$ cat src/rtl/alu_muldiv.sv
// EX-stage ALU: registered single-cycle ops plus an iterative unsigned multiply/divide
// unit that owns HI/LO. The pipeline stalls while ready is low.
module alu_muldiv #(
    parameter int WIDTH = 32,
    parameter int SHW   = $clog2(WIDTH)
) (
    input  logic             clk,
    input  logic             rst_n,
    input  logic             valid_in,
    input  logic             itype,
    input  logic [WIDTH-1:0] dataA,
    input  logic [WIDTH-1:0] dataB,
    input  logic [5:0]       Signal,
    input  logic [SHW-1:0]   shamt,
    output logic             ready,
    output logic [WIDTH-1:0] dataOut,
    output logic             zero,
    output logic             out_valid,
    output logic             md_done,
    output logic             div_zero,
    output logic [WIDTH-1:0] hi,
    output logic [WIDTH-1:0] lo
);
    localparam logic [5:0] OP_SLL   = 6'd0;
    localparam logic [5:0] OP_SRL   = 6'd2;
    localparam logic [5:0] OP_SRA   = 6'd3;
    localparam logic [5:0] OP_MFHI  = 6'd16;
    localparam logic [5:0] OP_MFLO  = 6'd18;
    localparam logic [5:0] OP_MULTU = 6'd25;
    localparam logic [5:0] OP_DIVU  = 6'd27;
    localparam logic [5:0] OP_ADD   = 6'd32;
    localparam logic [5:0] OP_SUB   = 6'd34;
    localparam logic [5:0] OP_AND   = 6'd36;
    localparam logic [5:0] OP_OR    = 6'd37;
    localparam logic [5:0] OP_SLT   = 6'd42;

    typedef enum logic [1:0] {IDLE, MUL, DIV} state_t;

    state_t               state_reg, state_next;
    logic [SHW-1:0]       cnt_reg;
    logic [2*WIDTH-1:0]   mcand_reg, acc_reg, acc_step;
    logic [WIDTH-1:0]     mplier_reg;
    logic [WIDTH-1:0]     rem_reg, quot_reg, divisor_reg, rem_step, quot_step;
    logic [WIDTH:0]       partial, trial;
    logic [5:0]           op;
    logic                 accept, is_mul, is_div, last_step;
    logic [WIDTH-1:0]     sum, diff, alu_res;
    logic                 slt_bit;

    assign ready     = (state_reg == IDLE);
    assign accept    = valid_in & ready;
    assign op        = itype ? OP_ADD : Signal;
    assign is_mul    = (op == OP_MULTU);
    assign is_div    = (op == OP_DIVU);
    assign last_step = (cnt_reg == SHW'(WIDTH - 1));

    assign sum  = dataA + dataB;
    assign diff = dataA - dataB;
    // Sign of the difference corrected by signed overflow gives a true signed less-than.
    assign slt_bit = diff[WIDTH-1] ^ ((dataA[WIDTH-1] ^ dataB[WIDTH-1]) & (diff[WIDTH-1] ^ dataA[WIDTH-1]));

    always_comb begin
        alu_res = '0;
        unique case (op)
            OP_SLL:  alu_res = dataB << shamt;
            OP_SRL:  alu_res = dataB >> shamt;
            OP_SRA:  alu_res = $signed(dataB) >>> shamt;
            OP_MFHI: alu_res = hi;
            OP_MFLO: alu_res = lo;
            OP_ADD:  alu_res = sum;
            OP_SUB:  alu_res = diff;
            OP_AND:  alu_res = dataA & dataB;
            OP_OR:   alu_res = dataA | dataB;
            OP_SLT:  alu_res = {{(WIDTH-1){1'b0}}, slt_bit};
            default: alu_res = '0;
        endcase
    end

    assign acc_step = mplier_reg[0] ? (acc_reg + mcand_reg) : acc_reg;

    // Restoring division: shift in the next dividend bit, keep the subtraction if it did not borrow.
    assign partial   = {rem_reg, quot_reg[WIDTH-1]};
    assign trial     = partial - {1'b0, divisor_reg};
    assign rem_step  = trial[WIDTH] ? partial[WIDTH-1:0] : trial[WIDTH-1:0];
    assign quot_step = {quot_reg[WIDTH-2:0], ~trial[WIDTH]};

    always_ff @(posedge clk) begin
        if (!rst_n) state_reg <= IDLE;
        else        state_reg <= state_next;
    end

    always_comb begin
        state_next = state_reg;
        unique case (state_reg)
            IDLE: begin
                if (accept && is_mul)                      state_next = MUL;
                else if (accept && is_div && dataB != '0)  state_next = DIV;
            end
            MUL, DIV: if (last_step) state_next = IDLE;
            default: state_next = IDLE;
        endcase
    end

    always_ff @(posedge clk) begin
        if (!rst_n) begin
            dataOut     <= '0;
            zero        <= 1'b0;
            out_valid   <= 1'b0;
            md_done     <= 1'b0;
            div_zero    <= 1'b0;
            hi          <= '0;
            lo          <= '0;
            cnt_reg     <= '0;
            mcand_reg   <= '0;
            acc_reg     <= '0;
            mplier_reg  <= '0;
            rem_reg     <= '0;
            quot_reg    <= '0;
            divisor_reg <= '0;
        end else begin
            out_valid <= 1'b0;
            md_done   <= 1'b0;
            if (accept) begin
                zero <= (dataA == dataB);
                if (is_mul) begin
                    mcand_reg  <= {{WIDTH{1'b0}}, dataA};
                    mplier_reg <= dataB;
                    acc_reg    <= '0;
                    cnt_reg    <= '0;
                end else if (is_div) begin
                    if (dataB == '0) begin
                        lo       <= '1;
                        hi       <= dataA;
                        div_zero <= 1'b1;
                        md_done  <= 1'b1;
                    end else begin
                        rem_reg     <= '0;
                        quot_reg    <= dataA;
                        divisor_reg <= dataB;
                        cnt_reg     <= '0;
                    end
                end else begin
                    dataOut   <= alu_res;
                    out_valid <= 1'b1;
                end
            end
            unique case (state_reg)
                MUL: begin
                    acc_reg    <= acc_step;
                    mcand_reg  <= mcand_reg << 1;
                    mplier_reg <= mplier_reg >> 1;
                    cnt_reg    <= cnt_reg + 1'b1;
                    if (last_step) begin
                        {hi, lo} <= acc_step;
                        md_done  <= 1'b1;
                    end
                end
                DIV: begin
                    rem_reg  <= rem_step;
                    quot_reg <= quot_step;
                    cnt_reg  <= cnt_reg + 1'b1;
                    if (last_step) begin
                        lo       <= quot_step;
                        hi       <= rem_step;
                        div_zero <= 1'b0;
                        md_done  <= 1'b1;
                    end
                end
                default: ;
            endcase
        end
    end
endmodule

$ cat config.mk
export PLATFORM = sky130hd
export DESIGN_NAME = alu_muldiv
export DESIGN_NICKNAME = d
export VERILOG_FILES = /design/src/rtl/alu_muldiv.sv
export SDC_FILE = /design/constraint.sdc
export NUM_CORES = 2
export LEC_CHECK = 0
export BUFFER_PORTS_ARGS = -buffer_cell sky130_fd_sc_hd__clkbuf_2
export CORE_MARGIN = 2
export CORE_UTILIZATION = 45
export CTS_CLUSTER_SIZE = 12
export DETAILED_ROUTE_END_ITERATION = 6
export PLACE_DENSITY = 0.73
export SYNTH_ARGS = -nofsm -noshare
export SYNTH_HDL_FRONTEND = slang
export SYNTH_SLANG_ARGS = --single-unit
$ cat constraint.sdc
create_clock -name clk -period 5.1 [get_ports clk]
set_input_delay 0 -clock clk [delete_from_list [all_inputs] [get_ports clk]]
set_output_delay 0 -clock clk [all_outputs]
set_load 0.02 [all_outputs]
# [Yosys cells after proc, flatten, opt, wreduce, memory -nomap -nowiden]
# Index checks and enable logic that the tools add are counted.
[word_totals] ff_bits=363 inputBits=79 out_inout_bits=101 word_cells=140
[op_classes] addsub=5 eq_ne=20 shifts=3 muxes=59 n_bitwise=13 n_reduce_logical=23
[ops] cell="$mux 32" count=23
[ops] cell="$mux 64" count=7
[ops] cell="$pmux 32 s10" count=1
[ops] cell="$pmux 32 s2" count=2
[ops] cell="$mux 31" count=3
[ops] cell="$add 64x64->64" count=1
[ops] cell="$sub 33x32->33" count=1
[ops] cell="$add 32x32->32" count=1
[ops] cell="$and 32x32->32" count=1
[ops] cell="$eq 32x32->1" count=1
[ops] cell="$logic_not 32->1" count=1
[ops] cell="$or 32x32->32" count=1
[ops] cell="$reduce_bool 32->1" count=1
[ops] cell="$shl 32x5->32" count=1
[ops] cell="$shr 32x5->32" count=1
[ops] cell="$sshr 32x5->32" count=1
[ops] cell="$sub 32x32->32" count=1
[ops] cell="$eq 6x6->1 const B" count=5
[ops] cell="$mux 5" count=5
[ops] cell="$eq 6x5->1 const B" count=4
[ops] cell="$mux 1" count=13
[ops] cell="$eq 6x2->1 const B" count=2
[ops] cell="$reduce_bool 2->1" count=5
[ops] cell="$reduce_and 4->1" count=2
[ops] cell="other kinds (21)" count=39

# [Longest topological paths before layout]
[logic_depth] ltp_word=7 ltp_mapped=19 mapped_depth_nobuf=17

# [Worst setup path after synthesis]
# OpenSTA, ideal clock, no wires.
[synth_timing] kind="input to register" from="input dataB[10]" to="register dataOut[31]" setup_time_ps=128 arrival_ps=3701 t_required_ps=4972 path_slack_ps=1272 stages=19 n_path_buf=2 path_cell_list="clkbuf_1 inv_1 ha_1 buf_2 or4_1 nor3_1 o21a_1 a211oi_2 a21oi_1 o41ai_2 o211ai_1 a21oi_1 o21bai_1 fa_1 a222oi_1 o211ai_1 o21ai_0 o311a_1 nor2_1"
[synth_between] elab_chain_cells=2 elab_cells_between_ends=6 classes_between="add/sub (2); shift (3); mux (1)"
[synth_lines] element="start, declared" line="12" rtl="input logic [WIDTH-1:0] dataB,"
[synth_lines] element="$sub 32x32->32, or another cell as far along" line="58" rtl="assign diff = dataA - dataB;"
[synth_lines] element="$pmux 32 s10 (*)" line="64" rtl="unique case (op)"
[synth_lines] element="end signal, assigned" line="143" rtl="dataOut <= alu_res;"
[synth_lines] element="end, declared" line="16" rtl="output logic [WIDTH-1:0] dataOut,"
# Mark *: on every way between the ends. The rest lies on a longest branch, timed or not.
# A chain may end at the register's enable or synchronous reset.

# [Worst setup path after layout]
[layout_timing] from="input dataA[4]" to="register dataOut[31]"
[layout_between] elab_chain_cells=2 elab_cells_between_ends=3 classes_between="add/sub (2); mux (1)"
[layout_lines] element="start, declared" line="11" rtl="input logic [WIDTH-1:0] dataA,"
[layout_lines] element="$sub 32x32->32 / $add 32x32->32 (equally long branches)" line="58, 57"
[layout_lines] element="$pmux 32 s10 (*)" line="64"
# Marked as above.

==> run summary <==
Hold WS -> -0.00003447 ns
total grt overflow -> 0
Synth Cell Area -> 0.02991 sq mm
top-area cell type share of the netlist area -> 0.2429
Final Wtd Congestion -> 1.096
Setup CP Type -> input pin to flip-flop
floorplan core area -> 0.06575 sq mm
Clock Skews -> 0.04238 ns
first-pass GRT wire length -> 200800 um
Total Nets Final -> 4427
Post-CTS Setup Repair Bufs -> 0
DR DRC count -> 32
fin crit period -> 4.734 ns
CP Data Required Time -> 5.58 ns
wire per inst -> 27.82 um
clock-pin slew on the worst setup and hold paths -> 0.06 ns
TritonCTS clock tree -> yes
Slew @ Worst Pin -> 1.200 ns
register area share after synthesis -> 0.2429
outcome -> finished, violations left
Synth Area in Compound Gates -> 0.2879
Yosys warning count -> 0
Simple-Gate Fraction of Synth Area -> 0.1955
Final setup viols -> 0
Worst Hold Class -> input pin to flip-flop
CP peak stage delay -> 0.54 ns
worst-case clock buffer depth -> 3
number of detailed-route iterations in the first pass -> 7
Site Rows -> 94
max cap viols -> 0
fraction of layout cells with a size suffix above 1 -> 0.1102
drt first-iter violations -> 4864
Diodes inserted -> 0
Post-Synth Adder-Cell Area -> 0.08951
die span in y -> 261.8 um
number of synthesized flops with an enable pin -> 0
final number of hold-violating endpoints -> 1
Final TNS setup -> 0 ns
largest net degree at the start of global routing -> 103
flop2flop setup slack -> 1.16 ns
CP arrival -> 5.22 ns
top fanout value on the critical path -> 9
Area contributors post-synth -> dfxtp_1 (24%), a21oi_1 (9.5%), ha_1 (8.6%)
syn avg cell area -> 7.306 sq um
Synth Flop Type -> dfxtp_1
critical path's slowest cell -> o41ai_2
Lkg Pwr -> 13.45 nW
clk root buf -> clkbuf_16
HPWL Detailed -> 105800 um
XOR/XNOR Fraction of Synth Area -> 0.02372
startpoint types -> input pin
GR Util All Layers -> 0.3958
max-slew violation count -> 0
TritonCTS sink count -> 363
antenna violations before repair -> 5
clock insertion delay at the later pin of the skew report -> 0.63 ns
Yosys cell types -> 89
H-tree depth -> 2
failing checks -> design-rule violations, negative hold slack
relative slew slack -> 0.1796
vias in the first global route -> 29810
Cell Chain, Critical Path -> dlygate4sd3_1 > clkbuf_2 > inv_1 > ha_1 > inv_1 > a211oi_1 > nand3_1 > a211oi_2 > a21oi_1 > o41ai_2 > o211ai_1 > a21oi_1 > o21bai_1 > fa_1 > a222oi_1 > o211ai_1 > o21ai_0 > o311a_1 > nor2_1
largest family of logic cells by synthesized area -> compound AO/OA/AOI/OAI gates
via count -> 33010
Post-Synthesis Cells -> 4094
RSZ-0062 raised after global routing -> false
Filler cells -> 6441
area grow syn2layout -> 11.78%
total die area -> 0.06855 sq mm
Worst setup EP type -> flip-flop
pwr/cell area -> 227.3 mW/mm^2
Tcrit/Tclk final -> 0.9282
# IOs -> 180
number of buffers added on ports -> 179
worst IR drop on VDD -> 0.2490 mV
#FFs+latches synth -> 363
total CTS buffers -> 44
Post-synth ARST share -> 0
Max Clk Rate -> 211.2 MHz
Routed Antenna Nets -> 0
Vias/cell -> 6.562
Initial Utilization -> 0.4550
Total Wirelength -> 139900 um
multiplexer share of the synthesized area -> 0.09734
Die Width -> 261.8 um
post-synth top area cell -> dfxtp_1
Mapped Nets -> 4384
layout make-up:
type / count / area (sq um) / share of cell area
multi-input combinational: 3241 / 20870 / 0.6240
clock buffer: 56 / 1206 / 0.03607
tap: 864 / 1081 / 0.03233
sequential: 363 / 7268 / 0.2174
inverter: 167 / 634.4 / 0.01897
clock inverter: 20 / 266.5 / 0.007970
timing repair buffer: 320 / 2115 / 0.06324
through the flow:
| step | util | setup WS (ns) | instances | power (mW) | area, sq um |
|---|---|---|---|---|---|
| floorplan | - | 1.272 | 4094 | 3.717 | 29910 |
| global placement | 0.4781 | 0.4960 | 4902 | 4.237 | 31430 |
| detailed placement | 0.4781 | 0.4065 | 4902 | 4.227 | 31430 |
| CTS | 0.5086 | 0.5288 | 5031 | 7.548 | 33440 |
| global route | 0.5086 | 0.1864 | 5031 | 7.765 | 33440 |
| finish | 0.5086 | 0.3661 | 5031 | 7.599 | 33440 |
logic make-up (layout without fill, tap and decap cells):
group           count (synthesis)  after routing
xor+xnor                       81             81
compound gates               1386           1386
mux                           238            238
simple gates                 1325           1325
fa+ha+maj                     211            211
flops                         363            363
buf+inv                       490            563
cell usage in the layout (no fill, tap or decap), types with 53 or more instances in the layout:
cell	Yosys	final
a211oi_1	56	56
a21o_1	80	80
a21oi_1	570	569
buf_4	2	87
clkbuf_2	0	176
dfxtp_1	363	362
dlygate4sd3_1	0	53
ha_1	206	204
inv_1	167	166
mux2i_1	166	166
nand2_1	495	495
nand3_1	63	63
nor2_1	459	450
o21ai_0	249	249
repair_timing:
| action | in CTS | in global routing |
|---|---|---|
| resized for setup | 0 | 0 |
| endpoints found under the setup margin | 0 | 0 |
| hold buffers | 53 | 0 |
| hold endpoints to repair | 93 | 0 |
synth_stat cells, types with 44 or more instances:
cell        n
nor3_1     50
xnor2_1    44
inv_1     167
nand3_1    63
nand2_1   495
a22oi_1    48
a21o_1     80
o21ai_0   249
mux2i_1   166
ha_1      206
dfxtp_1   363
a211oi_1   56
nor2_1    459
a31oi_1    44
clkbuf_1  259
a21oi_1   570
nand4_1    50
worst paths after layout:
kind	end	start	depth (start not counted)
max reg2reg	hi[26]	mcand_reg[0]	13
min reg2reg	dataOut[3]	dataOut[3]	2
min	dataOut[29]	rst_n	4
max	dataOut[31]	dataA[4]	19
critical path: cells and delay by family:
kind            cells  cell delay, ns
compound gates     11            3.07
fa+ha+maj           2            0.90
simple gates        2            0.25
buf+inv             4            1.00
power by group:
part           switching (mW)  leakage (nW)  total (mW)  internal [mW]
sequential             0.0114          2.93        2.86           2.85
clock                    1.44         0.716        3.34           1.89
combinational           0.956          9.81        1.40          0.445
total                    2.41          13.5        7.60           5.19
metal layers:
metal,global-route usage,vias to the layer above,share of wire
met3,0.08044,475,0.11
met2,0.5869,2054,0.41
met5,0,-,0.00024
met1,0.5167,15650,0.40
met4,0.2704,6,0.082
li1,-,14830,-
Note: power is estimated with default switching activity, not from simulation.
